### src/rtl/apb_arb_pkg.sv
// apb_arb_pkg: shared types for the APB master arbiter.
//   apb_state_e : transfer sequencer states (IDLE, SETUP, ACCESS)
//   apb_cmd_t   : latched command (addr, write, wdata, strb)
//   owner_w()   : width of an encoded requester index
package apb_arb_pkg;
    localparam int APB_ADDR_W = 32;
    localparam int APB_DATA_W = 32;

    typedef enum logic [1:0] {IDLE, SETUP, ACCESS} apb_state_e;

    typedef struct packed {
        logic [APB_ADDR_W-1:0]   addr;
        logic                    write;
        logic [APB_DATA_W-1:0]   wdata;
        logic [APB_DATA_W/8-1:0] strb;
    } apb_cmd_t;

    function automatic int owner_w(input int n);
        return (n > 1) ? $clog2(n) : 1;
    endfunction
endpackage

### src/rtl/rr_arbiter.sv
// rr_arbiter: combinational round-robin pick over a request vector.
//   req   in  N   request lines
//   ptr   in  IW  highest-priority index for this pick
//   grant out N   one-hot grant (zero when no request)
//   idx   out IW  encoded index of the granted line
module rr_arbiter
    import apb_arb_pkg::*;
#(
    parameter int N = 2,
    localparam int IW = owner_w(N)
) (
    input  logic [N-1:0]  req,
    input  logic [IW-1:0] ptr,
    output logic [N-1:0]  grant,
    output logic [IW-1:0] idx
);
    logic found;

    // Scan from ptr upward with wrap; first asserted request wins.
    always_comb begin
        grant = '0;
        idx   = '0;
        found = 1'b0;
        for (int k = 0; k < N; k++) begin
            if (!found && req[(int'(ptr) + k) % N]) begin
                found = 1'b1;
                grant[(int'(ptr) + k) % N] = 1'b1;
                idx = IW'((int'(ptr) + k) % N);
            end
        end
    end
endmodule

### src/rtl/apb_master_arb.sv
// apb_master_arb: round-robin sharing of one APB master port among NUM_REQ requesters.
//   PCLK, PRESET                     clock, asynchronous active-high reset
//   req_valid/req_ready              per-requester command handshake
//   req_addr/req_write/req_wdata/req_strb  packed per-requester command payloads
//   rsp_valid/rsp_rdata/rsp_err      registered one-cycle completion to the owner
//   PADDR/PSELx/PENABLE/PSTRB/PWRITE/PWDATA  APB master drive
//   PRDATA/PREADY/PSLVERR            APB slave response
module apb_master_arb
    import apb_arb_pkg::*;
#(
    parameter int NUM_REQ = 2,
    parameter int ADDR_W  = APB_ADDR_W,
    parameter int DATA_W  = APB_DATA_W,
    parameter int TIMEOUT = 16
) (
    input  logic                        PCLK,
    input  logic                        PRESET,
    input  logic [NUM_REQ-1:0]          req_valid,
    output logic [NUM_REQ-1:0]          req_ready,
    input  logic [NUM_REQ*ADDR_W-1:0]   req_addr,
    input  logic [NUM_REQ-1:0]          req_write,
    input  logic [NUM_REQ*DATA_W-1:0]   req_wdata,
    input  logic [NUM_REQ*DATA_W/8-1:0] req_strb,
    output logic [NUM_REQ-1:0]          rsp_valid,
    output logic [DATA_W-1:0]           rsp_rdata,
    output logic                        rsp_err,
    output logic [ADDR_W-1:0]           PADDR,
    output logic                        PSELx,
    output logic                        PENABLE,
    output logic [DATA_W/8-1:0]         PSTRB,
    output logic                        PWRITE,
    output logic [DATA_W-1:0]           PWDATA,
    input  logic [DATA_W-1:0]           PRDATA,
    input  logic                        PREADY,
    input  logic                        PSLVERR
);
    localparam int IW = owner_w(NUM_REQ);
    localparam int CW = $clog2(TIMEOUT + 1);
    localparam int SW = DATA_W / 8;

    apb_state_e       state;
    apb_cmd_t         cmd;
    logic [IW-1:0]    rr_ptr;
    logic [IW-1:0]    owner;
    logic [IW-1:0]    idx;
    logic [NUM_REQ-1:0] grant;
    logic [CW-1:0]    wait_cnt;
    logic             done;

    rr_arbiter #(.N(NUM_REQ)) u_arb (
        .req   (req_valid),
        .ptr   (rr_ptr),
        .grant (grant),
        .idx   (idx)
    );

    // Accept only while idle; reset also masks the handshake so nothing is taken during reset.
    assign req_ready = (state == IDLE && !PRESET) ? grant : '0;

    // PREADY in the last counted wait cycle still completes normally, so it is checked first.
    assign done = PREADY || (wait_cnt == CW'(TIMEOUT - 1));

    assign PADDR  = ADDR_W'(cmd.addr);
    assign PWRITE = cmd.write;
    assign PWDATA = DATA_W'(cmd.wdata);
    assign PSTRB  = SW'(cmd.strb);

    always_ff @(posedge PCLK or posedge PRESET) begin
        if (PRESET) begin
            state     <= IDLE;
            cmd       <= '0;
            rr_ptr    <= '0;
            owner     <= '0;
            wait_cnt  <= '0;
            PSELx     <= 1'b0;
            PENABLE   <= 1'b0;
            rsp_valid <= '0;
            rsp_rdata <= '0;
            rsp_err   <= 1'b0;
        end else begin
            rsp_valid <= '0;
            case (state)
                IDLE: begin
                    if (|grant) begin
                        cmd <= '{addr:  APB_ADDR_W'(req_addr[int'(idx)*ADDR_W +: ADDR_W]),
                                 write: req_write[idx],
                                 wdata: APB_DATA_W'(req_wdata[int'(idx)*DATA_W +: DATA_W]),
                                 strb:  (APB_DATA_W/8)'(req_strb[int'(idx)*SW +: SW])};
                        owner  <= idx;
                        rr_ptr <= (idx == IW'(NUM_REQ - 1)) ? '0 : idx + 1'b1;
                        PSELx  <= 1'b1;
                        state  <= SETUP;
                    end
                end
                SETUP: begin
                    PENABLE  <= 1'b1;
                    wait_cnt <= '0;
                    state    <= ACCESS;
                end
                ACCESS: begin
                    if (done) begin
                        rsp_valid <= NUM_REQ'(1) << owner;
                        rsp_err   <= PREADY ? PSLVERR : 1'b1;
                        rsp_rdata <= (PREADY && !cmd.write) ? PRDATA : '0;
                        PSELx     <= 1'b0;
                        PENABLE   <= 1'b0;
                        wait_cnt  <= '0;
                        state     <= IDLE;
                    end else begin
                        wait_cnt <= wait_cnt + 1'b1;
                    end
                end
                default: state <= IDLE;
            endcase
        end
    end
endmodule

### config.mk
export PLATFORM = sky130hd
export DESIGN_NAME = apb_master_arb
export DESIGN_NICKNAME = d
export VERILOG_FILES = /design/src/rtl/apb_arb_pkg.sv /design/src/rtl/rr_arbiter.sv /design/src/rtl/apb_master_arb.sv
export SDC_FILE = /design/constraint.sdc
export NUM_CORES = 1
export LEC_CHECK = 0
export CORE_UTILIZATION = 38
export CTS_BUF_LIST = sky130_fd_sc_hd__clkbuf_16
export DETAILED_ROUTE_END_ITERATION = 6
export PLACE_DENSITY = 0.87
export SLEW_MARGIN = 10
export SYNTH_ARGS = -nofsm -noshare
export SYNTH_HDL_FRONTEND = slang
export SYNTH_HIERARCHICAL = 1
export SYNTH_SLANG_ARGS = --single-unit
### constraint.sdc
create_clock -name PCLK -period 6.5 [get_ports PCLK]
set_clock_uncertainty 0.05 [all_clocks]
set_input_delay 1.3 -clock PCLK [delete_from_list [all_inputs] [get_ports PCLK]]
set_output_delay 1.3 -clock PCLK [all_outputs]
set_load 0.005 [all_outputs]
==> results by group <==
Routing
  • # DRC: 0
  • Drt first-iter violations: between 150 and 200
  • Vias per cell: about 4.7
  • Drt pass-1 iters: 4
  • ANT nets after route: 0
  • Final wirelength: between 10 and 15 mm
  • Drt wl/cell: 14.8 um
  • Routed vias: 4,582

Power
  • Leak: ~3.8 nW
  • Maximum vdd drop: between 0.15 and 0.2 mV
  • Power density over the cells: 417 nW/um^2
  • Tot Pwr: 3.62 mW

Logic synthesis
  • Synth Area per Inst: 10.2 sq um
  • Post-synth top area cell: dfrtp_1
  • Synth warn: 6
  • Mapped cell area: slightly above 5000 sq um
  • Syn_nets: ~690
  • Yosys top cell area share: between 50% and 60%
  • Seq/Total Area, Yosys: between 50% and 60%
  • Syn Inst Count: about 510
  • Synth cell types: 29
  • Yosys reg bits: around 120
  • Ranking of synthesized cells by area: dfrtp_1 56%, mux2i_1 14%, nand2_1 10%

GRT
  • Vias in the first global route: around 4,500
  • All-Layer GR Usage: 21.2%
  • Largest net degree at the start of global routing: a little under 100
  • First-pass GRT wire length: about 23 mm
  • Initial antenna violation count: 0
  • Total gr overflow: 0

Place
  • DP HPWL: ~10 mm
  • Placed cell count: 941
  • Port Buf Inserts: between 200 and 300
  • RePlAce Congestion: around 0.75
  • Dpl ws: roughly 2.1 ns
  • Post-Place Cell Area: 8110 sq um

Final layout
  • Antenna Cells: 0
  • Final Instance Area: just under 9000 sq um
  • Commonest cells after routing, fill and taps aside: 283 x clkdlybuf4s50_1, 138 x nand2_1, 115 x dfrtp_1
  • Commonest non-fill, non-tap cell in the layout: clkdlybuf4s50_1
  • Cell Count, Final, Fillers Out: approximately 970
  • Fill count: approximately 1,100
  • Layout cells sized above 1: 5.52%
  • Final #Nets: roughly 970
  • Area Overhead vs Synth: 67.7%

Clock network
  • Setup bufs post-CTS: 0
  • CTS tree: built
  • Total CTS buffers: 17
  • H-tree depth: 4
  • Post_cts resized: 0
  • Clock sink count: 115
  • Max Buffers Root-to-Sink: 2
  • Clock Pin Slew Worst Setup and Hold Paths: about 0.050 ns
  • # hold bufs at CTS: 0
  • Root Driver: clkbuf_16
  • Clock latency on the worst-skew pair: ~0.41 ns

Floorplanning
  • Die H: about 120 um
  • Starting density of the core: about two fifths
  • Rows: 42
  • Die width: 119 um
  • Die area: roughly 14,000 sq um
  • Number of top-level pins: 284
  • CORE AREA: between 10,000 and 15,000 sq um

Setup path
  • Worst path required time: 5.15 ns
  • R2R Path End: PWDATA[29]
  • Worst EP arrival: around 3.0 ns
  • Worst Reg2Reg Path Length in Cells: 6
  • Setup CP Type: in2out
  • Worst reg2reg path startpoint: state[0]
  • Worst-path fanout max: 55
  • Reg2reg setup slack: about 4 ns
  • Startpoint class of the critical path: input pin
  • Crit. End Element: output pin

STA
  • RSZ-0062 raised after global routing: false
  • Pins over their slew limit: 0
  • Total Neg Setup Slack: 0 ns
  • Max_slew headroom: a little under half
  • Hold Vio Cnt, Final: 0
  • Count of final setup violators: 0
  • Fmax: 228 MHz
  • Final cycle utilization of the critical path: between 60% and 70%
  • Worst Max-Slew Pin Slew: roughly 0.79 ns
  • Crit path time final: roughly 4.4 ns
  • Final Worst Setup Slack: approximately 2.1 ns

Status
  • Outcome: completed

Job
  • Max-cap viol count: 0

Worst hold path
  • Hold Crit Class: reg2reg
  • WHS Endpoint: rsp_valid[0]
  • Hold path depth: 1
  • HP Start: owner
flip-flops by register name, summed over array words and instances, names as in the netlist:
signal / cells
PADDR: 32
PENABLE: 1
PSELx: 1
PSTRB: 4
PWDATA: 32
PWRITE: 1
owner: 1
rr_ptr: 1
rsp_err: 1
rsp_rdata: 32
rsp_valid: 2
state: 2
wait_cnt: 5
worst max path at each step:
| stage | cells after the start | slack, ns | endpoint | startpoint |
|---|---|---|---|---|
| 5_1_grt | 4 | 1.96 | req_ready[1] | PRESET |
| 3_3_place_gp | 4 | 2.08 | req_ready[1] | PRESET |
| 2_1_floorplan | 2 | 1.02 | req_ready[0] | PRESET |
| 3_5_place_dp | 4 | 2.07 | req_ready[0] | PRESET |
| 6_report | 4 | 2.11 | req_ready[1] | PRESET |
| 4_1_cts | 4 | 2.05 | req_ready[1] | PRESET |
kinds of logic (layout without fill, tap and decap cells):
family / Yosys count / count (layout) / synth area share, %
multiplexers: 73 / 73 / 14.2
adder cells (fa/ha/maj): 6 / 6 / 1.45
AO/OA/AOI/OAI: 118 / 118 / 12.0
flip-flops: 115 / 115 / 55.6
AND/OR/NAND/NOR: 154 / 154 / 12.1
buffers and inverters: 43 / 331 / 4.66
routing by layer:
| metal | global-route usage (%) | wire length [um] |
|---|---|---|
| met1 | 24.1 | 5700 |
| met2 | 34.9 | 7030 |
| met3 | 8.01 | 1230 |
| met4 | 10.5 | 404 |
| met5 | 0 | 0 |
synth_stat cells, drive strengths merged:
| master | number |
|---|---|
| a21boi | 3 |
| nand3 | 1 |
| nor3b | 3 |
| or3b | 1 |
| nand3b | 1 |
| a21o | 2 |
| nand2 | 138 |
| ha | 6 |
| clkbuf | 9 |
| o311ai | 1 |
| o21ai | 110 |
| mux2i | 71 |
| a21oi | 2 |
| nor2 | 4 |
| nor2b | 1 |
| and3 | 4 |
| inv | 9 |
| mux2 | 2 |
| buf | 25 |
| dfrtp | 115 |
| nand4bb | 1 |
metrics by stage:
step           util, %  hold slack [ns]
4_1_cts           65.6            0.402
3_3_place_gp      61.2            0.381
2_1_floorplan        -            0.370
3_5_place_dp      61.2            0.395
5_1_grt           65.6            0.425
6_report          65.6            0.407
power by group:
group | total [mW] | switching, mW | internal, mW
logic | 1.49 | 0.636 | 0.850
clock network | 0.903 | 0.313 | 0.590
registers | 1.23 | 0.179 | 1.05
final cells by class:
class | instances | area [sq um] | area share [%]
multi-input cells | 351 | 2090 | 24.0
clock buffers | 17 | 425 | 4.90
flip-flops and latches | 115 | 2880 | 33.1
inverters | 9 | 36.3 | 0.418
well taps | 176 | 220 | 2.54
repair buffers | 290 | 2890 | 33.2
clock inverters | 15 | 150 | 1.73
worst max-delay path, stage by stage:
cell and delay, ns:
clkdlybuf4s50_1 0.45, inv_4 0.51, and3_1 0.26, clkdlybuf4s50_1 0.50
No activity file was read; power rests on OpenSTA's default activity.
